File: src/rtl/display_pkg.sv
// Shared seven-segment constants for the calculator display paths.
// Segment codes are ordered {g,f,e,d,c,b,a}, active high.
package display_pkg;

    localparam int BCD_W = 4;

    localparam logic [6:0] SEG_0     = 7'h3F;
    localparam logic [6:0] SEG_1     = 7'h06;
    localparam logic [6:0] SEG_2     = 7'h5B;
    localparam logic [6:0] SEG_3     = 7'h4F;
    localparam logic [6:0] SEG_4     = 7'h66;
    localparam logic [6:0] SEG_5     = 7'h6D;
    localparam logic [6:0] SEG_6     = 7'h7D;
    localparam logic [6:0] SEG_7     = 7'h07;
    localparam logic [6:0] SEG_8     = 7'h7F;
    localparam logic [6:0] SEG_9     = 7'h6F;
    localparam logic [6:0] SEG_BLANK = 7'h00;

endpackage

File: src/rtl/display_ctrl_bcd_to_seg.sv
// Combinational BCD digit to seven-segment decoder with a blank override.
// Non-decimal codes (10..15) decode to an unlit digit.
module bcd_to_seg
    import display_pkg::*;
(
    input  logic [BCD_W-1:0] digit_i,
    input  logic             blank_i,
    output logic [6:0]       seg_o
);

    always_comb begin
        seg_o = SEG_BLANK;
        if (!blank_i) begin
            case (digit_i)
                4'd0:    seg_o = SEG_0;
                4'd1:    seg_o = SEG_1;
                4'd2:    seg_o = SEG_2;
                4'd3:    seg_o = SEG_3;
                4'd4:    seg_o = SEG_4;
                4'd5:    seg_o = SEG_5;
                4'd6:    seg_o = SEG_6;
                4'd7:    seg_o = SEG_7;
                4'd8:    seg_o = SEG_8;
                4'd9:    seg_o = SEG_9;
                default: seg_o = SEG_BLANK;
            endcase
        end
    end

endmodule

File: src/rtl/display_ctrl.sv
// Multiplexed seven-segment display controller: digit buffer with key shift-in,
// parallel load/clear, leading-zero blanking and dead-time digit scanning.
module display_ctrl
    import display_pkg::*;
#(
    parameter int NDIGITS     = 4,
    parameter int REFRESH_DIV = 1024,
    parameter int DEAD        = 2
) (
    input  logic                       CLK,
    input  logic                       RESET,
    input  logic                       EnableDisp,
    input  logic                       KeyRead,
    input  logic [BCD_W-1:0]           BCDKey,
    input  logic                       Clear,
    input  logic                       Load,
    input  logic [BCD_W*NDIGITS-1:0]   LoadValue,
    output logic [6:0]                 seg,
    output logic [NDIGITS-1:0]         dig,
    output logic [BCD_W*NDIGITS-1:0]   Digits,
    output logic                       Overflow
);

    localparam int BUF_W  = BCD_W * NDIGITS;
    localparam int SCAN_W = (NDIGITS > 1) ? $clog2(NDIGITS) : 1;
    localparam int PRE_W  = $clog2(REFRESH_DIV);

    localparam logic [SCAN_W-1:0] SCAN_LAST = SCAN_W'(NDIGITS - 1);
    localparam logic [PRE_W-1:0]  PRE_LAST  = PRE_W'(REFRESH_DIV - 1);
    localparam logic [PRE_W-1:0]  PRE_DEAD  = PRE_W'(DEAD);

    logic               key_q;
    logic [BUF_W-1:0]   buf_q, buf_d;
    logic               ovf_q, ovf_d;
    logic [PRE_W-1:0]   pre_q, pre_d;
    logic [SCAN_W-1:0]  scan_q, scan_d;
    logic [6:0]         seg_q, seg_d;
    logic [NDIGITS-1:0] dig_q, dig_d;

    logic               key_rise;
    logic [BCD_W-1:0]   top_digit;
    logic [BCD_W-1:0]   sel_digit;
    logic               sel_blank;
    logic [NDIGITS-1:0] blank;

    assign key_rise  = KeyRead & ~key_q;
    assign top_digit = buf_q[BUF_W-1 -: BCD_W];

    // A key edge that coincides with Clear/Load is consumed: key_q still follows KeyRead.
    always_comb begin
        buf_d = buf_q;
        ovf_d = ovf_q;
        if (Clear) begin
            buf_d = '0;
            ovf_d = 1'b0;
        end else if (Load) begin
            buf_d = LoadValue;
            ovf_d = 1'b0;
        end else if (key_rise && (BCDKey <= BCD_W'(9))) begin
            buf_d = {buf_q[BUF_W-BCD_W-1:0], BCDKey};
            if (top_digit != '0) begin
                ovf_d = 1'b1;
            end
        end
    end

    always_comb begin
        pre_d  = pre_q + PRE_W'(1);
        scan_d = scan_q;
        if (pre_q == PRE_LAST) begin
            pre_d  = '0;
            scan_d = (scan_q == SCAN_LAST) ? '0 : scan_q + SCAN_W'(1);
        end
    end

    // Digit i is a leading zero when it and every digit above it are zero.
    always_comb begin
        blank = '0;
        blank[NDIGITS-1] = (buf_q[BUF_W-1 -: BCD_W] == '0);
        for (int i = NDIGITS - 2; i >= 1; i--) begin
            blank[i] = blank[i+1] && (buf_q[i*BCD_W +: BCD_W] == '0);
        end
        blank[0] = 1'b0;
    end

    always_comb begin
        sel_digit = '0;
        sel_blank = 1'b0;
        dig_d     = '0;
        for (int i = 0; i < NDIGITS; i++) begin
            if (scan_q == SCAN_W'(i)) begin
                sel_digit = buf_q[i*BCD_W +: BCD_W];
                sel_blank = blank[i];
                if (EnableDisp && (pre_q >= PRE_DEAD)) begin
                    dig_d[i] = 1'b1;
                end
            end
        end
    end

    bcd_to_seg u_bcd_to_seg (
        .digit_i (sel_digit),
        .blank_i (sel_blank),
        .seg_o   (seg_d)
    );

    always_ff @(posedge CLK or negedge RESET) begin
        if (!RESET) begin
            key_q  <= 1'b0;
            buf_q  <= '0;
            ovf_q  <= 1'b0;
            pre_q  <= '0;
            scan_q <= '0;
            seg_q  <= '0;
            dig_q  <= '0;
        end else begin
            key_q  <= KeyRead;
            buf_q  <= buf_d;
            ovf_q  <= ovf_d;
            pre_q  <= pre_d;
            scan_q <= scan_d;
            seg_q  <= seg_d;
            dig_q  <= dig_d;
        end
    end

    assign seg      = seg_q;
    assign dig      = dig_q;
    assign Digits   = buf_q;
    assign Overflow = ovf_q;

endmodule

File: config.mk
export PLATFORM = sky130hd
export DESIGN_NAME = display_ctrl
export DESIGN_NICKNAME = d
export VERILOG_FILES = /design/src/rtl/display_pkg.sv /design/src/rtl/display_ctrl_bcd_to_seg.sv /design/src/rtl/display_ctrl.sv
export SDC_FILE = /design/constraint.sdc
export NUM_CORES = 1
export LEC_CHECK = 0
export ABC_AREA = 1
export CORE_ASPECT_RATIO = 2
export CORE_MARGIN = 2
export CORE_UTILIZATION = 45
export DETAILED_ROUTE_END_ITERATION = 12
export PLACE_DENSITY = 0.84
export SETUP_SLACK_MARGIN = 0.2
export SLEW_MARGIN = 10
export SYNTH_ARGS = -nofsm -noshare
export SYNTH_HDL_FRONTEND = slang
export SYNTH_SLANG_ARGS = --single-unit
export TNS_END_PERCENT = 1
File: constraint.sdc
create_clock -name CLK -period 1.89 [get_ports CLK]
set_clock_uncertainty 0.15 [all_clocks]
set_input_delay 0.378 -clock CLK [delete_from_list [all_inputs] [get_ports CLK]]
set_output_delay 0.378 -clock CLK [all_outputs]
set_load 0.01 [all_outputs]
==> results.txt, run 1 <==
Drt drc: 0
Register area share after synthesis: 44.6%
Rows: 36
# diodes: 0
Worst Path Required: 1.92 ns
Clock root cell: clkbuf_8
Yosys warns: 0
Syn_nets: 325
Largest family of logic cells by synthesized area: simple AND/OR/NAND/NOR gates
Worst min path class: primary input to async pin
Path depth of the worst reg2reg path: 14
Avg Inst Size Synth: 7.99 um2
Critical path type: flip-flop to flip-flop
Relative slew slack: 79.5%
Vias post-DR: 2,188
Fin crit share: 101%
RSZ-0062 raised after global routing: true
Post-place setup slack: -0.0242 ns
Fmax: 0.526 GHz
Num CTS Buffers: 5
Power Total: 2.24 mW
Violated checks: negative setup slack
Count of final hold-check violations: 0
Power Dens Cells: 660 nW/um2
Wirelength, routed: 6040 um
Drt first pass iters: 5
# IOs: 54
Area delta synth->final: 47.6%
Worst Slack Setup Final: -0.0103 ns
GPL Wtd Cong: 0.910
Commonest non-fill, non-tap cell in the layout: nand2_1
Max-cap violations: 0
Commonest cells after routing, fill and taps aside: nand2_1, dfrtp_1, nor2_1
Synth Area in Compound Gates: 10.5%
Wire per inst: 14.3 um
Core area: 4910 um2
CP endpoint kind: flip-flop
Post-synthesis mux area share: 0%
Hold WS: 0.350 ns
# clock sinks: 41
Fillers: 365
Tightest Pin Transition: 0.308 ns
Run status: complete, but fails checks
Post-route cell area: 3390 um2
H-tree levels: 2
Placed inst area: 3030 um2
Die area: 5730 um2
Skew-Pair Late Insertion Delay: 0.29 ns
Static Leak: 1.88 nW
Initial antenna violation count: 0
Startpoint types: flip-flop
Post-Synth Simple-Gate Area: 30.1%
CTS tree: yes
Critical Path AT: 1.93 ns
Vert. Die Dim: 105 um
Unique cell type count in the Yosys netlist: 29
Iter 0 DRT Violations: 49
Fin cells: 421
Post-route ant nets: 0
Vias in the first global route: 2,255
Syn Std Cell Area: 2300 um2
Crit-path max FO: 4
Die X: 54.6 um
Worst-path clk slew: 0.08 ns
Hpwl dp: 4520 um
Fin nets: 400
I/O Buffers: 53
# setup viols final: 2
Global-route total usage across every layer: 22.8%
Grt ovf: 0
CTS Buffer Depth: 2
Max Slew Vio Count: 0
First-pass GRT wire length: 9670 um
Synthesized flop and latch total: 41
R2R setup slack: -0.01 ns
Vias/cell: 5.20
Share of layout cells above drive strength 1: 26.4%
Peak VDD IR: 0.000676 V
Cells after synthesis: 288
Pin count of the biggest net entering global routing: 20
Final min period: 1.90 ns
Inst Count DP: 404
Synth Area in Adders: 5.98%
Post-synthesis xor/xnor area fraction: 0.762%
Initial Util: 46.8%
## synth_stat cells
cell | n | area share [%]
dfrtp_1 | 41 | 45
nand2_1 | 54 | 8.8
inv_2 | 4 | 0.65
clkbuf_1 | 3 | 0.49
nand3b_1 | 2 | 0.65
inv_1 | 33 | 5.4
nand3_1 | 27 | 5.9
o21ai_2 | 2 | 0.76
nand3_2 | 3 | 1.3
a21oi_1 | 5 | 1.1
nor3_1 | 1 | 0.22
o21ai_1 | 2 | 0.44
nand2_4 | 1 | 0.49
o21ai_0 | 18 | 3.9
clkinv_4 | 1 | 0.38
nor2_4 | 2 | 0.98
ha_1 | 11 | 6.0
a31oi_1 | 9 | 2.4
or2_1 | 1 | 0.27
a21oi_2 | 3 | 1.1
xor2_1 | 2 | 0.76
nor2_1 | 37 | 6.0
a21oi_4 | 1 | 0.71
nand4_1 | 2 | 0.54
clkinv_1 | 1 | 0.16
nand2_2 | 10 | 2.7
buf_4 | 1 | 0.33
nor2_2 | 8 | 2.2
buf_2 | 3 | 0.65
## what timing repair did
item	CTS	global route
hold buffers	1	0
hold endpoints to repair	10	0
resized for setup	6	52
endpoints found under the setup margin	26	37
pin swaps	9	14
setup buffers	4	4
## area by class of cell
class,instances,area [um2],area share [%]
inverters,39,161,4.75
flip-flops and latches,41,1030,30.4
clock buffers,7,86.3,2.54
multi-input cells,201,1240,36.4
well taps,57,71.3,2.10
clock inverters,1,30.0,0.885
repair buffers,75,778,22.9
## cell families after synthesis
family	after synthesis
simple gates	148
buf+inv	46
flops	41
compound gates	40
fa+ha+maj	11
xor+xnor	2
## layer usage
metal | vias to the layer above | GRT usage [%] | part of all wire [%]
met3 | 13 | 4.43 | 4.4
met4 | 0 | 11.8 | 2.0
li1 | 1061 | - | -
met1 | 1039 | 23.1 | 32
met5 | - | 0 | 0
met2 | 75 | 40.5 | 62
## through the flow
stage                     utilization, %  setup TNS, ns
after floorplan                        -              0
after global placement              61.8              0
after detailed placement            61.8        -0.0379
after CTS                           65.4              0
after global routing                69.1         -0.737
final                               69.1        -0.0170
## where the power goes
group,switching [mW],internal (mW)
logic,0.262,0.260
registers,0.0514,0.944
clock network,0.292,0.431
## path summary, 6_finish.rpt
check / to / startpoint
worst max-delay path: seg[6] / scan_q[0]
worst min-delay path: pre_q[2] / RESET
worst max register to register: seg[6] / scan_q[0]
worst min register to register: Overflow / Overflow
max in group asynchronous: seg[5] / RESET
min in group CLK: Overflow / Overflow
## state kept, by name, indices dropped and copies added (netlist names)
register  flops
key_q         1
dig           4
scan_q        2
Overflow      1
seg           7
Digits       16
pre_q        10
## worst max-delay path, stage by stage, from the launching register on
cell and delay [ns]:
dfrtp_2 0.46, inv_4 0.10, ha_4 0.15, nand2_2 0.06, nand2_2 0.08, nand3_2 0.07
nand2_2 0.10, nand2_4 0.07, inv_4 0.07, ha_1 0.13, inv_1 0.04, nand2_1 0.06
nand2_2 0.07, nor2_2 0.13, nor2_2 0.05
Note: power is estimated with default switching activity, not from simulation.
==> inputs of run 2 (changes only) <==
--- a/config.mk
+++ b/config.mk
@@ -10,6 +10,7 @@
 export CORE_MARGIN = 2
 export CORE_UTILIZATION = 45
 export DETAILED_ROUTE_END_ITERATION = 12
+export GPL_ROUTABILITY_DRIVEN = 0
 export PLACE_DENSITY = 0.84
 export SETUP_SLACK_MARGIN = 0.2
 export SLEW_MARGIN = 10
==> results of run 2 <==
No change in the layout: final DEF, timing and power equal those of run 1.
